## config.mk

```make
export PLATFORM = sky130hd
export DESIGN_NAME = rotary_encoder_bank
export DESIGN_NICKNAME = d
export VERILOG_FILES = /design/src/rtl/rotary_encoder_bank.sv
export SDC_FILE = /design/constraint.sdc
export NUM_CORES = 1
export LEC_CHECK = 0
export ABC_AREA = 1
export CAP_MARGIN = 10
export CORE_MARGIN = 5
export CORE_UTILIZATION = 50
export CTS_BUF_LIST = sky130_fd_sc_hd__clkbuf_2
export CTS_CLUSTER_SIZE = 30
export DETAILED_ROUTE_END_ITERATION = 16
export PLACE_DENSITY_LB_ADDON = 0.12
export SYNTH_ARGS = -nofsm -noshare
export SYNTH_HDL_FRONTEND = slang
export SYNTH_SLANG_ARGS = --single-unit
export TNS_END_PERCENT = 5
```

## constraint.sdc

```tcl
create_clock -name clk -period 2.45 [get_ports clk]
set_input_delay 0.49 -clock clk [delete_from_list [all_inputs] [get_ports clk]]
set_output_delay 0.49 -clock clk [all_outputs]
set_load 0.05 [all_outputs]
```

## src/rtl/rotary_encoder_bank.sv

```systemverilog
// Multi-channel quadrature encoder front end: per-channel sync + debounce,
// detent step decode on rising A, and a wrap/saturate position counter.

module reb_debounce #(
  parameter int DEB_CYCLES = 16
) (
  input  logic clk,
  input  logic rst,
  input  logic i_raw,
  output logic o_deb
);
  localparam int CW = $clog2(DEB_CYCLES + 1);
  localparam logic [CW-1:0] LAST = CW'(DEB_CYCLES - 1);

  logic          r_s1, r_s2, r_deb;
  logic [CW-1:0] r_cnt;

  // r_s1 is the metastability stage; only r_s2 feeds logic
  always_ff @(posedge clk or posedge rst) begin
    if (rst) begin
      r_s1  <= 1'b0;
      r_s2  <= 1'b0;
      r_deb <= 1'b0;
      r_cnt <= '0;
    end else begin
      r_s1 <= i_raw;
      r_s2 <= r_s1;
      if (r_s2 == r_deb) begin
        r_cnt <= '0;
      end else if (r_cnt == LAST) begin
        r_deb <= r_s2;
        r_cnt <= '0;
      end else begin
        r_cnt <= r_cnt + 1'b1;
      end
    end
  end

  assign o_deb = r_deb;
endmodule

module reb_channel #(
  parameter int CNT_W      = 8,
  parameter int DEB_CYCLES = 16,
  parameter int WRAP_MODE  = 1
) (
  input  logic             clk,
  input  logic             rst,
  input  logic             i_a,
  input  logic             i_b,
  input  logic             i_clr,
  output logic             o_event,
  output logic             o_dir,
  output logic [CNT_W-1:0] o_pos
);
  localparam logic [CNT_W-1:0] MAX = '1;

  logic             w_deb_a, w_deb_b, w_rise;
  logic             r_deb_a_q, r_event, r_dir;
  logic [CNT_W-1:0] r_pos, w_pos_nxt;

  reb_debounce #(.DEB_CYCLES(DEB_CYCLES)) u_deb_a (
    .clk(clk), .rst(rst), .i_raw(i_a), .o_deb(w_deb_a));
  reb_debounce #(.DEB_CYCLES(DEB_CYCLES)) u_deb_b (
    .clk(clk), .rst(rst), .i_raw(i_b), .o_deb(w_deb_b));

  assign w_rise = w_deb_a & ~r_deb_a_q;

  always_comb begin
    w_pos_nxt = r_pos;
    if (!w_deb_b) begin
      if (WRAP_MODE != 0 || r_pos != MAX) w_pos_nxt = r_pos + 1'b1;
    end else begin
      if (WRAP_MODE != 0 || r_pos != '0) w_pos_nxt = r_pos - 1'b1;
    end
  end

  // clear has priority over a coincident step; event/dir still report it
  always_ff @(posedge clk or posedge rst) begin
    if (rst) begin
      r_deb_a_q <= 1'b0;
      r_event   <= 1'b0;
      r_dir     <= 1'b0;
      r_pos     <= '0;
    end else begin
      r_deb_a_q <= w_deb_a;
      r_event   <= w_rise;
      if (w_rise) r_dir <= w_deb_b;
      if (i_clr)       r_pos <= '0;
      else if (w_rise) r_pos <= w_pos_nxt;
    end
  end

  assign o_event = r_event;
  assign o_dir   = r_dir;
  assign o_pos   = r_pos;
endmodule

module rotary_encoder_bank #(
  parameter int N_CH       = 2,
  parameter int CNT_W      = 8,
  parameter int DEB_CYCLES = 16,
  parameter int WRAP_MODE  = 1
) (
  input  logic                  clk,
  input  logic                  rst,
  input  logic [N_CH-1:0]       rota,
  input  logic [N_CH-1:0]       rotb,
  input  logic [N_CH-1:0]       pos_clr,
  output logic [N_CH-1:0]       rot_event,
  output logic [N_CH-1:0]       rot_dir,
  output logic [N_CH*CNT_W-1:0] pos,
  output logic                  any_event
);
  for (genvar g = 0; g < N_CH; g++) begin : g_ch
    reb_channel #(
      .CNT_W(CNT_W), .DEB_CYCLES(DEB_CYCLES), .WRAP_MODE(WRAP_MODE)
    ) u_ch (
      .clk(clk), .rst(rst),
      .i_a(rota[g]), .i_b(rotb[g]), .i_clr(pos_clr[g]),
      .o_event(rot_event[g]), .o_dir(rot_dir[g]),
      .o_pos(pos[g*CNT_W +: CNT_W]));
  end

  assign any_event = |rot_event;
endmodule

```

After elaboration in Yosys (flattened, before gate mapping)
Cells that the tools add are included.
{ "totals": {"word_cells": 69, "inputBits": 8, "regBits": 54} }
{ "op_classes": {"n_eq_ne": 8, "add_sub_neg": 8, "n_reduce_logical": 7, "bitwise": 8, "n_mux": 14} }
{ "ops": {"columns": ["cell", "count"], "rows": [
  ["8-bit 2-to-1 mux", 6],
  ["5-bit 2-to-1 mux", 8],
  ["5-bit by 1-bit adder with 5-bit output (second input constant)", 4],
  ["5-bit by 4-bit == test with 1-bit output (second input constant)", 4],
  ["8-bit by 1-bit adder with 8-bit output (second input constant)", 2],
  ["8-bit by 1-bit subtractor with 8-bit output (second input constant)", 2],
  ["2-bit AND reduction", 4],
  ["1-bit NOT", 6],
  ["1-bit == test", 4],
  ["2-bit nonzero test", 2],
  ["1-bit AND", 2],
  ["2-bit OR reduction", 1]
]} }

Longest topological paths before layout
Gate-level depths: netlist of run 1.
{ "logic_depth": {"depth_word": 4, "mapped_depth": 8, "mapped_depth_nobuf": 8} }

Hierarchy
From an unflattened synthesis of run 1, not the netlist that was laid out.
{ "hier_totals": {"hier_cells": 341, "hier_area_um2": 2829.0} }
{ "modules_own_cells": {"columns": ["module", "instances", "area_each_um2", "cells_each"], "rows": [
  ["reb_channel", 2, 748.2, 95],
  ["reb_debounce", 4, 330.3, 37],
  ["rotary_encoder_bank", 1, 11.3, 3]
]} }

Least setup slack after synthesis of run 1
OpenSTA, ideal clock, no wires.
{ "synth_path": {"kind": "reg2reg", "startpoint": "register g_ch[1].u_ch.r_pos[2]", "endpoint": "register g_ch[1].u_ch.r_pos[7]", "stages_incl_launch_ff": 7, "setup_slack_ns": 0.761, "setup_time_ns": 0.118, "arrival_ns": 1.571, "cell_sequence": "dfrtp_1 -> ha_1 -> or2_2 -> nand3_1 -> nand3_1 -> nand3_1 -> nand2_1"} }
{ "synth_via": {"elab_chain_cells": 4, "word_cells_on_any_way": 5} }
{ "synth_rtl": {"columns": ["element", "line_no", "rtl"], "rows": [
  ["from (decl)", "60", "logic [CNT_W-1:0] r_pos, w_pos_nxt;"],
  ["from (signal assigned)", "90", "else if (w_rise) r_pos <= w_pos_nxt;"],
  ["8-bit by 1-bit adder with 8-bit output or 8-bit by 1-bit subtractor with 8-bit output (tied branches)", "72, 74", null],
  ["8-bit 2-to-1 mux *", "71", "if (!w_deb_b) begin"],
  ["8-bit 2-to-1 mux *", "90", null],
  ["8-bit 2-to-1 mux *", "89", "if (i_clr) r_pos <= '0;"]
]} }
Mark *: on every way between the ends. The rest lies on a longest branch, timed or not. The select of a mux whose other input is x is not followed.
A chain may end at the register's enable or synchronous reset.

Final worst setup path of run 1
{ "layout_path": {"startpoint": "register g_ch[1].u_ch.r_event", "endpoint": "output any_event"} }
{ "layout_via": {"elab_chain_cells": 1} }
{ "layout_rtl": {"columns": ["element", "line_no", "rtl"], "rows": [
  ["from (decl)", "59", "logic r_deb_a_q, r_event, r_dir;"],
  ["from (signal assigned)", "87", "r_event <= w_rise;"],
  ["2-bit OR reduction", "125", "assign any_event = |rot_event;"],
  ["to (decl)", "113", "output logic any_event"]
]} }
No other way between the ends.

==> results.md, run 1 <==
* Area share of fa/ha/maj cells after synthesis at 0.0898
* First-pass GRT wire length at 8250 um
* Largest family of logic cells by synthesized area: simple AND/OR/NAND/NOR gates
* Worst Setup End Kind: output port
* Final setup fails at 0
* Die Span X at 83.1 um
* Slowest cell on the critical path: clkdlybuf4s50_1
* I/O Pins at 29
* Sw Pwr at 0.335 mW
* Sw Ratio at 0.229
* Startpoint class of the critical path: register
* Cell Area, Synth at 2670 um^2
* DR WL met3 at 172 um
* Final Hold Slack at 0.370 ns
* Area of the multi-input gates at 1160 um^2
* Post-route ant nets at 0
* Yosys top cell area share at 0.505
* Detailed-route via count at 1905
* IO buf count at 28
* Tcrit/Tclk final at 0.955
* Largest net degree at the start of global routing at 55
* Reg clk slew, reported paths at 0.26 ns
* Setup TNS at 0 ns
* P_leak at 1.66 nW
* Total track usage at 0.141
* Commonest non-fill, non-tap cell in the layout: nand2_1
* Worst Path Max Fanout at 2
* Initial antenna violation count at 0
* DRT iter0 DRCs at 75
* Grt ovf at 0
* Max-slew headroom at 0.624
* Clk sink count at 54
* Synth Area per Inst at 9.13 um^2
* Compound-gate portion of the synthesized area at 0.0585
* # fillers at 471
* Post-synthesis xor/xnor area fraction at 0.0360
* Die area at 6910 um^2
* Number of global-route vias before repair at 1904
* Clock network latency to the later pin of the worst-skew pair at 0.42 ns
* Comb pwr share at 0.059
* Most frequent cells in the layout: nand2_1 (77), dfrtp_1 (54), inv_1 (30)
* Hold_buf cts at 0
* Hpwl dp at 3310 um
* Worst Path Arrival at 1.85 ns
* Fin crit period at 2.34 ns
* Post-Synth Simple-Gate Area at 0.250
* Pre-antenna DRT Iters at 4
* Initial Util at 0.520
* Post-CTS Setup Inserts at 0
* Top Family by Delay on Critical Path: buffers and inverters
* P&R area growth vs syn at 15.9%
* Metal2 WL at 2100 um
* Mux contribution to synthesized area at 0
* Crit path largest cell delay at 0.71 ns
* Slew Limit Fails at 0
* Fraction of layout cells with a size suffix above 1 at 0.0798
* Net Count, Synth at 319
* Synth warn at 0
* Clock skew after layout at 0.0173 ns
* Post-CTS sizing at 0
* Layout Nets at 351
* Max-Cap Viols at 0
* DRC violations left at 0
* Worst-Margin Slew at 0.563 ns
* Die Y at 83.1 um
* Post-Syn Instances at 293
* Wl on met1 at 2100 um
* Peak supply drop at 0.343 mV
* WL final at 4430 um
* GP Congestion at 0.762
* Num CTS Buffers at 5
* Sequential Power Share at 0.639
* Max Clock Freq at 0.428 GHz
* Outcome: completed
* WS Path Type: register to output port
* WP buf/inv at 1
* Via/cell ratio at 4.81
* TritonCTS clock tree: yes
* Core area at 5140 um^2
* Register area at 1350 um^2
* CP cell instances: or2_2, clkdlybuf4s50_1
* Hold crit path type: input pin to async pin
* Diodes inserted at 0
* Rows at 26
* Sequential-to-total area share from yosys stat at 0.505
* Unrepaired setup endpoints after global routing: no
* Area leader, netlist: dfrtp_1
* CTS max path bufs at 2
* Root buf cell: clkbuf_2
* Internal power at 1.13 mW
* Worst path required time at 1.96 ns
* CTS HTree Levels at 2
* Flops & latches, synth at 54
* DR top layer: met4
* Clock Power Share at 0.302
* Final hold violation count at 0
* Pwr dens at 472 nW/um^2
* Routed WL per cell at 11.2 um
* Synth cell types at 26
* Top cells by area, synth: dfrtp_1 (51%), nand2_1 (11%), ha_1 (7.5%), inv_1 (4.4%), nand3_1 (3.6%)
layer usage:
metal,track usage,vias to the layer above
met1,0.183,879
li1,-,995
met4,0.0386,0
met3,0.0356,6
met5,0,-
met2,0.234,25
synthesized netlist by cell type:
cell / number
xnor2_1: 3
nand2_4: 1
or2_4: 1
nand2_1: 77
nor2_4: 1
ha_1: 16
inv_1: 31
dfrtp_1: 54
xor2_1: 8
buf_4: 4
a22o_1: 2
a21oi_1: 13
o21ai_2: 2
nor2_8: 2
and3_1: 4
fa_1: 2
o21ai_0: 7
or2_2: 4
a21oi_2: 1
o21a_1: 1
o21ai_1: 1
nand3b_1: 7
nor3_1: 4
nand3_1: 19
inv_2: 4
nor2_1: 24
area by class of cell:
type | instances | area share
Timing Repair Buffer | 29 | 0.0969
Clock inverter | 2 | 0.0121
Inverter | 35 | 0.0424
Sequential cell | 54 | 0.436
Tap cell | 70 | 0.0283
Clock buffer | 6 | 0.00969
Multi-Input combinational cell | 200 | 0.375
tightest hold or removal path: cells and delay by family:
family | cells | cell delay (ns)
buffers and inverters | 3 | 0.74
registers in the layout, indices dropped and copies added (netlist names):
signal and count:
g_ch.u_ch.u_deb_a.r_s1 2, g_ch.u_ch.u_deb_b.r_s1 2, g_ch.u_ch.o_dir 2, g_ch.u_ch.u_deb_a.r_cnt 10, g_ch.u_ch.u_deb_b.r_s2 2, g_ch.u_ch.o_event 2
g_ch.u_ch.u_deb_a.o_deb 2, g_ch.u_ch.u_deb_a.r_s2 2, g_ch.u_ch.u_deb_b.r_cnt 10, g_ch.u_ch.o_pos 16, g_ch.u_ch.r_deb_a_q 2, g_ch.u_ch.u_deb_b.o_deb 2
worst paths after layout:
path,start,to,slack [ns],cells past startpoint
setup / recovery,g_ch[1].u_ch.o_event,any_event,0.11,2
hold / removal,rst,g_ch[0].u_ch.o_pos[5],0.37,3
setup reg to reg,g_ch[0].u_ch.u_deb_b.o_deb,g_ch[0].u_ch.o_pos[6],0.72,6
hold reg to reg,g_ch[0].u_ch.u_deb_b.r_s1,g_ch[0].u_ch.u_deb_b.r_s2,0.38,0
max in group asynchronous,rst,g_ch[0].u_ch.r_deb_a_q,1.82,3
min in group clk,g_ch[0].u_ch.u_deb_b.r_s1,g_ch[0].u_ch.u_deb_b.r_s2,0.38,0
power by group through the flow:
stage / registers, mW / logic [mW] / clock network, mW
detailed placement: 0.949 / 0.0895 / 0
global placement: 0.948 / 0.0883 / 0
CTS: 0.934 / 0.0895 / 0.467
global route: 0.939 / 0.101 / 0.502
floorplan: 0.950 / 0.0499 / 0
finish: 0.933 / 0.0863 / 0.442
kinds of logic (layout without fill, tap and decap cells):
logic type	after synthesis	count (layout)
xor+xnor	11	11
buf+inv	39	72
compound gates	27	27
simple gates	144	144
flops	54	54
fa+ha+maj	18	18
stage by stage:
| stage | power [mW] | cells | util | setup slack (ns) | instance area, um^2 |
|---|---|---|---|---|---|
| finish | 1.46 | 396 | 0.603 | 0.111 | 3100 |
| global route | 1.54 | 396 | 0.603 | 0.0386 | 3100 |
| CTS | 1.49 | 396 | 0.603 | 0.0859 | 3100 |
| detailed placement | 1.04 | 388 | 0.590 | 0.611 | 3030 |
| global placement | 1.04 | 388 | 0.590 | 0.631 | 3030 |
| floorplan | 1.00 | 293 | - | 0.645 | 2670 |
No activity file was read; power rests on OpenSTA's default activity.
==> run 2: changes to the inputs <==
--- a/config.mk
+++ b/config.mk
@@ -7,6 +7,7 @@
 export LEC_CHECK = 0
 export ABC_AREA = 1
 export CAP_MARGIN = 10
+export CORE_ASPECT_RATIO = 1.5
 export CORE_MARGIN = 5
 export CORE_UTILIZATION = 50
 export CTS_BUF_LIST = sky130_fd_sc_hd__clkbuf_2
==> results.md, run 2 (synthesis gave the netlist of run 1 again) <==
* Outcome: completed
* Largest net degree at the start of global routing at 55 (unchanged)
* Clk sink count at 54 (unchanged)
* Worst Path Arrival at 1.84 ns (about the same)
* GP Congestion at 0.814 (+6.8%)
* Diodes inserted at 0 (unchanged)
* Comb pwr share at 0.063 (+0.004)
* Worst path required time at 1.96 ns (about the same)
* WL final at 4520 um (+2.1%)
* Worst R2R End: g_ch[1].u_ch.o_pos[6]
* Pwr dens at 446 nW/um^2 (-5.5%)
* Setup TNS at 0 ns (unchanged)
* Post-route ant nets at 0 (unchanged)
* Pre-antenna DRT Iters at 4 (unchanged)
* Overall power at 1.37 mW (-6.2%)
* Core area at 5160 um^2 (+0.49%)
* P&R area growth vs syn at 15.0%
* Clock Power Share at 0.256 (-0.046)
* Initial Util at 0.518 (-0.00252)
* Post-CTS sizing at 0 (unchanged)
* Final hold violation count at 0 (unchanged)
* Sw Pwr at 0.349 mW (+4.2%)
* Final core utilization at 0.595 (-0.00777)
* Max-Cap Viols at 0 (unchanged)
* Clock network latency to the later pin of the worst-skew pair at 0.43 ns (about the same)
* Fraction of layout cells with a size suffix above 1 at 0.0767 (-0.00307)
* Die Y at 99.6 um (+20%)
* Wl on met1 at 1920 um (-8.5%)
* Internal power at 1.02 mW (-9.3%)
* Die Span X at 69.7 um (-16%)
* R2r startpoint: g_ch[1].u_ch.u_deb_b.o_deb
* CTS max path bufs at 2 (unchanged)
* IO buf count at 28 (unchanged)
* Max Clock Freq at 0.430 GHz (+0.46%)
* TritonCTS clock tree: yes
* Slew Limit Fails at 0 (unchanged)
* DR WL met3 at 127 um (-26%)
* Register area at 1350 um^2 (unchanged)
* Startpoint class of the critical path: register
* Unrepaired setup endpoints after global routing: no
* Die area at 6940 um^2 (+0.44%)
* Post-CTS Setup Inserts at 0 (unchanged)
* DRC violations left at 0 (unchanged)
* Area of the multi-input gates at 1160 um^2 (unchanged)
* Rows at 32 (+23%)
* Worst Path Max Fanout at 2 (unchanged)
* Detailed-route via count at 1936 (+1.6%)
* I/O Pins at 29 (unchanged)
* Most frequent cells in the layout: nand2_1 (77), dfrtp_1 (54), inv_1 (30)
* Final setup fails at 0 (unchanged)
* Hold_buf cts at 0 (unchanged)
* Max reg flops at 16 (unchanged)
* R2r setup slk at 0.70 ns (-0.02 ns)
* CTS HTree Levels at 2 (unchanged)
* Metal2 WL at 2400 um (+14%)
* DRT iter0 DRCs at 74 (-1.3%)
* Worst Setup End Kind: output port
* Tcrit/Tclk final at 0.950 (-0.00440)
* Total track usage at 0.145 (+0.00365)
* Reg clk slew, reported paths at 0.26 ns (about the same)
* Worst-Margin Slew at 0.521 ns (-0.0412 ns)
* P_leak at 1.65 nW (-0.73%)
* First-pass GRT wire length at 8290 um (+0.41%)
* Commonest non-fill, non-tap cell in the layout: nand2_1
* Grt ovf at 0 (unchanged)
* Via/cell ratio at 4.91 (+2.1%)
* Routed WL per cell at 11.5 um (+2.6%)
* Peak supply drop at 0.338 mV (-1.4%)
* Root buf cell: clkbuf_2
* Clock skew after layout at 0.00601 ns (-0.0113 ns)
* Num CTS Buffers at 5 (unchanged)
* # fillers at 473 (+0.42%)
* Sequential Power Share at 0.682 (+0.043)
* Max-slew headroom at 0.651 (+0.0275)
* Register-to-Register Path Depth at 6 (unchanged)
* Number of global-route vias before repair at 1965 (+3.2%)
* DR top layer: met4
* Hold crit path type: input pin to async pin
* Initial antenna violation count at 0 (unchanged)
* WS Path Type: register to output port
* Fin crit period at 2.33 ns (-0.0108 ns)
* Layout Nets at 351 (unchanged)
* Hpwl dp at 3360 um (+1.5%)
* Sw Ratio at 0.255 (+0.0254)
run 2: cell types whose count changed in the layout (fill, tap and decap cells not counted), sizes merged:
cell and delta:
inv +1, clkinv +1, clkbuf -1, bufinv -1
run 2: final cells by class:
| type | instances | share of cell area |
|---|---|---|
| multi-input combinational | 200 | 0.378 |
| clock inverter | 3 | 0.00651 |
| sequential | 54 | 0.440 |
| timing repair buffer | 29 | 0.0977 |
| clock buffer | 5 | 0.00814 |
| inverter | 35 | 0.0427 |
| tap | 68 | 0.0277 |
run 2: power groups by stage:
stage	Sequential, mW	Clock [mW]	Combinational [mW]
2_1_floorplan	0.950	0	0.0499
5_1_grt	0.940	0.410	0.102
3_3_place_gp	0.948	0	0.0871
3_5_place_dp	0.949	0	0.0889
4_1_cts	0.935	0.379	0.0895
6_report	0.934	0.351	0.0860
run 2: metrics by stage:
step | worst slack (ns) | std cells | hold WS, ns | instance area [um^2]
after floorplan | 0.645 | 293 | 0.331 | 2670
after global placement | 0.631 | 386 | 0.333 | 3030
after detailed placement | 0.622 | 386 | 0.336 | 3030
after CTS | 0.0743 | 394 | 0.350 | 3070
after global routing | 0.0270 | 394 | 0.371 | 3070
final | 0.122 | 394 | 0.380 | 3070
run 2: how the worst max path moves through the flow:
stage | endpoint | from | cells after the start | slack, ns
detailed placement | any_event | g_ch[1].u_ch.o_event | 2 | 0.62
global placement | any_event | g_ch[1].u_ch.o_event | 2 | 0.63
CTS | any_event | g_ch[1].u_ch.o_event | 2 | 0.07
floorplan | g_ch[0].u_ch.o_dir | rst | 1 | 0.65
global route | any_event | g_ch[1].u_ch.o_event | 2 | 0.03
finish | any_event | g_ch[1].u_ch.o_event | 2 | 0.12
run 2: worst max-delay path, stage by stage (launching register included):
cell and delay (ns):
dfrtp_1 0.43, or2_2 0.29, clkdlybuf4s50_1 0.70
run 2: per-layer routing:
metal | GRT usage | vias to the layer above
li1 | - | 994
met3 | 0.0293 | 5
met2 | 0.273 | 24
met5 | 0 | -
met1 | 0.162 | 913
met4 | 0.0442 | 0
==> run 3: changes to the inputs <==
--- a/config.mk
+++ b/config.mk
@@ -13,6 +13,7 @@
 export CTS_BUF_LIST = sky130_fd_sc_hd__clkbuf_2
 export CTS_CLUSTER_SIZE = 30
 export DETAILED_ROUTE_END_ITERATION = 16
+export HOLD_SLACK_MARGIN = 0.03
 export PLACE_DENSITY_LB_ADDON = 0.12
 export SYNTH_ARGS = -nofsm -noshare
 export SYNTH_HDL_FRONTEND = slang
==> constraint.sdc (replaced) <==
create_clock -name clk -period 2.45 [get_ports clk]
set_input_delay 0.3675 -clock clk [delete_from_list [all_inputs] [get_ports clk]]
set_output_delay 0.3675 -clock clk [all_outputs]
set_load 0.05 [all_outputs]
==> results.md, run 3 (synthesis gave the netlist of run 1 again) <==
* Rows at 32 (unchanged)
* Worst-Margin Slew at 0.597 ns (+0.0758 ns)
* Max-slew headroom at 0.601 (-0.0498)
* Unrepaired setup endpoints after global routing: no
* Pre-CTS WS at 0.741 ns (+0.119 ns)
* Commonest non-fill, non-tap cell in the layout: nand2_1
* Fin crit period at 2.27 ns (-0.0557 ns)
* I/O Pins at 29 (unchanged)
* Hold_buf cts at 0 (unchanged)
* Final Hold Slack at 0.214 ns (-0.165 ns)
* Slew Limit Fails at 0 (unchanged)
* IO buf count at 28 (unchanged)
* Reg clk slew, reported paths at 0.31 ns (+0.05 ns)
* TritonCTS clock tree: yes
* Final hold violation count at 0 (unchanged)
* Startpoint class of the critical path: register
* Setup TNS at 0 ns (unchanged)
* CP cell instances: or2_2, clkdlybuf4s50_1
* Clk sink count at 54 (unchanged)
* R2r startpoint: g_ch[0].u_ch.u_deb_b.o_deb
* Worst setup margin at 0.178 ns (+0.0557 ns)
* DRC violations left at 0 (unchanged)
* GP Congestion at 0.777 (-4.5%)
* Detailed-route via count at 1941 (+0.26%)
* Grt ovf at 0 (unchanged)
* Worst Path Max Fanout at 2 (unchanged)
* CTS max path bufs at 2 (unchanged)
* Area of the multi-input gates at 1160 um^2 (unchanged)
* Worst Setup End Kind: output port
* Sequential Power Share at 0.659 (-0.023)
* Inst Count DP at 387 (+0.26%)
* Die Span X at 69.7 um (unchanged)
* Routed WL per cell at 11.8 um (+2.7%)
* Initial Util at 0.518 (unchanged)
* Internal power at 1.03 mW (+1.2%)
* Final setup fails at 0 (unchanged)
* Clock network latency to the later pin of the worst-skew pair at 0.47 ns (+0.04 ns)
* Initial antenna violation count at 0 (unchanged)
* DRT iter0 DRCs at 58 (-22%)
* Core area at 5160 um^2 (unchanged)
* Layout Nets at 352 (+0.28%)
* WL final at 4650 um (+2.9%)
* Most frequent cells in the layout: nand2_1 (77), dfrtp_1 (54), inv_1 (30)
* Hold crit path type: input pin to async pin
* Sw Pwr at 0.385 mW (+10%)
* Die Y at 99.6 um (unchanged)
* Post-CTS sizing at 0 (unchanged)
* Pwr dens at 459 nW/um^2 (+3.0%)
* Max Clock Freq at 0.440 GHz (+2.5%)
* Clock Power Share at 0.278 (+0.022)
* Worst path required time at 2.08 ns (+0.12 ns)
* Via/cell ratio at 4.91 (about the same)
* Sw Ratio at 0.271 (+0.0165)
* Hpwl dp at 3550 um (+5.9%)
* Slowest cell on the critical path: clkdlybuf4s50_1
* R2r setup slk at 0.73 ns (+0.03 ns)
* Top Family by Delay on Critical Path: buffers and inverters
* P_leak at 1.66 nW (+0.71%)
* Comb pwr share at 0.063 (about the same)
* Post-CTS Setup Inserts at 0 (unchanged)
* CP Launch Point: g_ch[1].u_ch.o_event
* # fillers at 458 (-3.2%)
* Peak supply drop at 0.301 mV (-11%)
* Number of global-route vias before repair at 1991 (+1.3%)
* Post-route ant nets at 0 (unchanged)
* Crit path largest cell delay at 0.70 ns (about the same)
* Fraction of layout cells with a size suffix above 1 at 0.0826 (+0.00588)
* Outcome: completed
* Pre-antenna DRT Iters at 4 (unchanged)
* Num CTS Buffers at 5 (unchanged)
* Clock skew after layout at 0.0173 ns (+0.0113 ns)
* Register area at 1350 um^2 (unchanged)
* Tcrit/Tclk final at 0.928 (-0.0228)
* Layout Cells excl Fill at 395 (+0.25%)
* Total track usage at 0.150 (+0.00517)
* Largest net degree at the start of global routing at 27 (-51%)
* Root buf cell: clkbuf_2
* WP buf/inv at 1 (unchanged)
* Diodes inserted at 0 (unchanged)
* Max-Cap Viols at 0 (unchanged)
* Die area at 6940 um^2 (unchanged)
* Worst Path Arrival at 1.90 ns (+0.06 ns)
* CTS HTree Levels at 2 (unchanged)
* Max reg flops at 16 (unchanged)
* WS Path Type: register to output port
* First-pass GRT wire length at 8370 um (+1.0%)
* P&R area growth vs syn at 15.5%
run 3: cell types whose count changed in the layout (fill, tap and decap cells not counted), sizes merged:
cell and delta:
buf +1, clkinvlp -1, inv +1
run 3: layout make-up:
type / count / area share
timing repair buffer: 30 / 0.0997
inverter: 35 / 0.0425
sequential: 54 / 0.438
multi-input combinational: 200 / 0.376
tap: 68 / 0.0276
clock inverter: 3 / 0.00851
clock buffer: 5 / 0.00810
run 3: metal layers:
layer  wire length (um)  global-route usage  part of all wire
met1               2000               0.169              0.43
met2               2400               0.272              0.52
met3                131              0.0283             0.028
met4                118              0.0678             0.025
met5                  0                   0                 0
run 3: worst paths after layout:
check                                           endpoint  cells past startpoint
max                                            any_event                      2
min                        g_ch[1].u_ch.u_deb_a.r_cnt[3]                      2
max reg2reg                        g_ch[0].u_ch.o_pos[6]                      6
min reg2reg                    g_ch[0].u_ch.u_deb_b.r_s2                      0
max in group asynchronous  g_ch[0].u_ch.u_deb_a.r_cnt[3]                      3
min in group clk               g_ch[1].u_ch.u_deb_b.r_s1                      1
run 3: power by group through the flow:
| stage | Combinational, mW | Clock [mW] | Sequential (mW) |
|---|---|---|---|
| after floorplan | 0.0499 | 0 | 0.950 |
| after global placement | 0.0892 | 0 | 0.948 |
| after detailed placement | 0.0918 | 0 | 0.950 |
| after CTS | 0.0922 | 0.418 | 0.936 |
| after global routing | 0.103 | 0.456 | 0.940 |
| final | 0.0891 | 0.395 | 0.935 |
run 3: stage by stage:
stage	instance area, um^2	power [mW]	utilization
finish	3090	1.42	0.598
global route	3090	1.50	0.598
CTS	3090	1.45	0.598
detailed placement	3040	1.04	0.588
global placement	3040	1.04	0.588
floorplan	2670	1.00	-
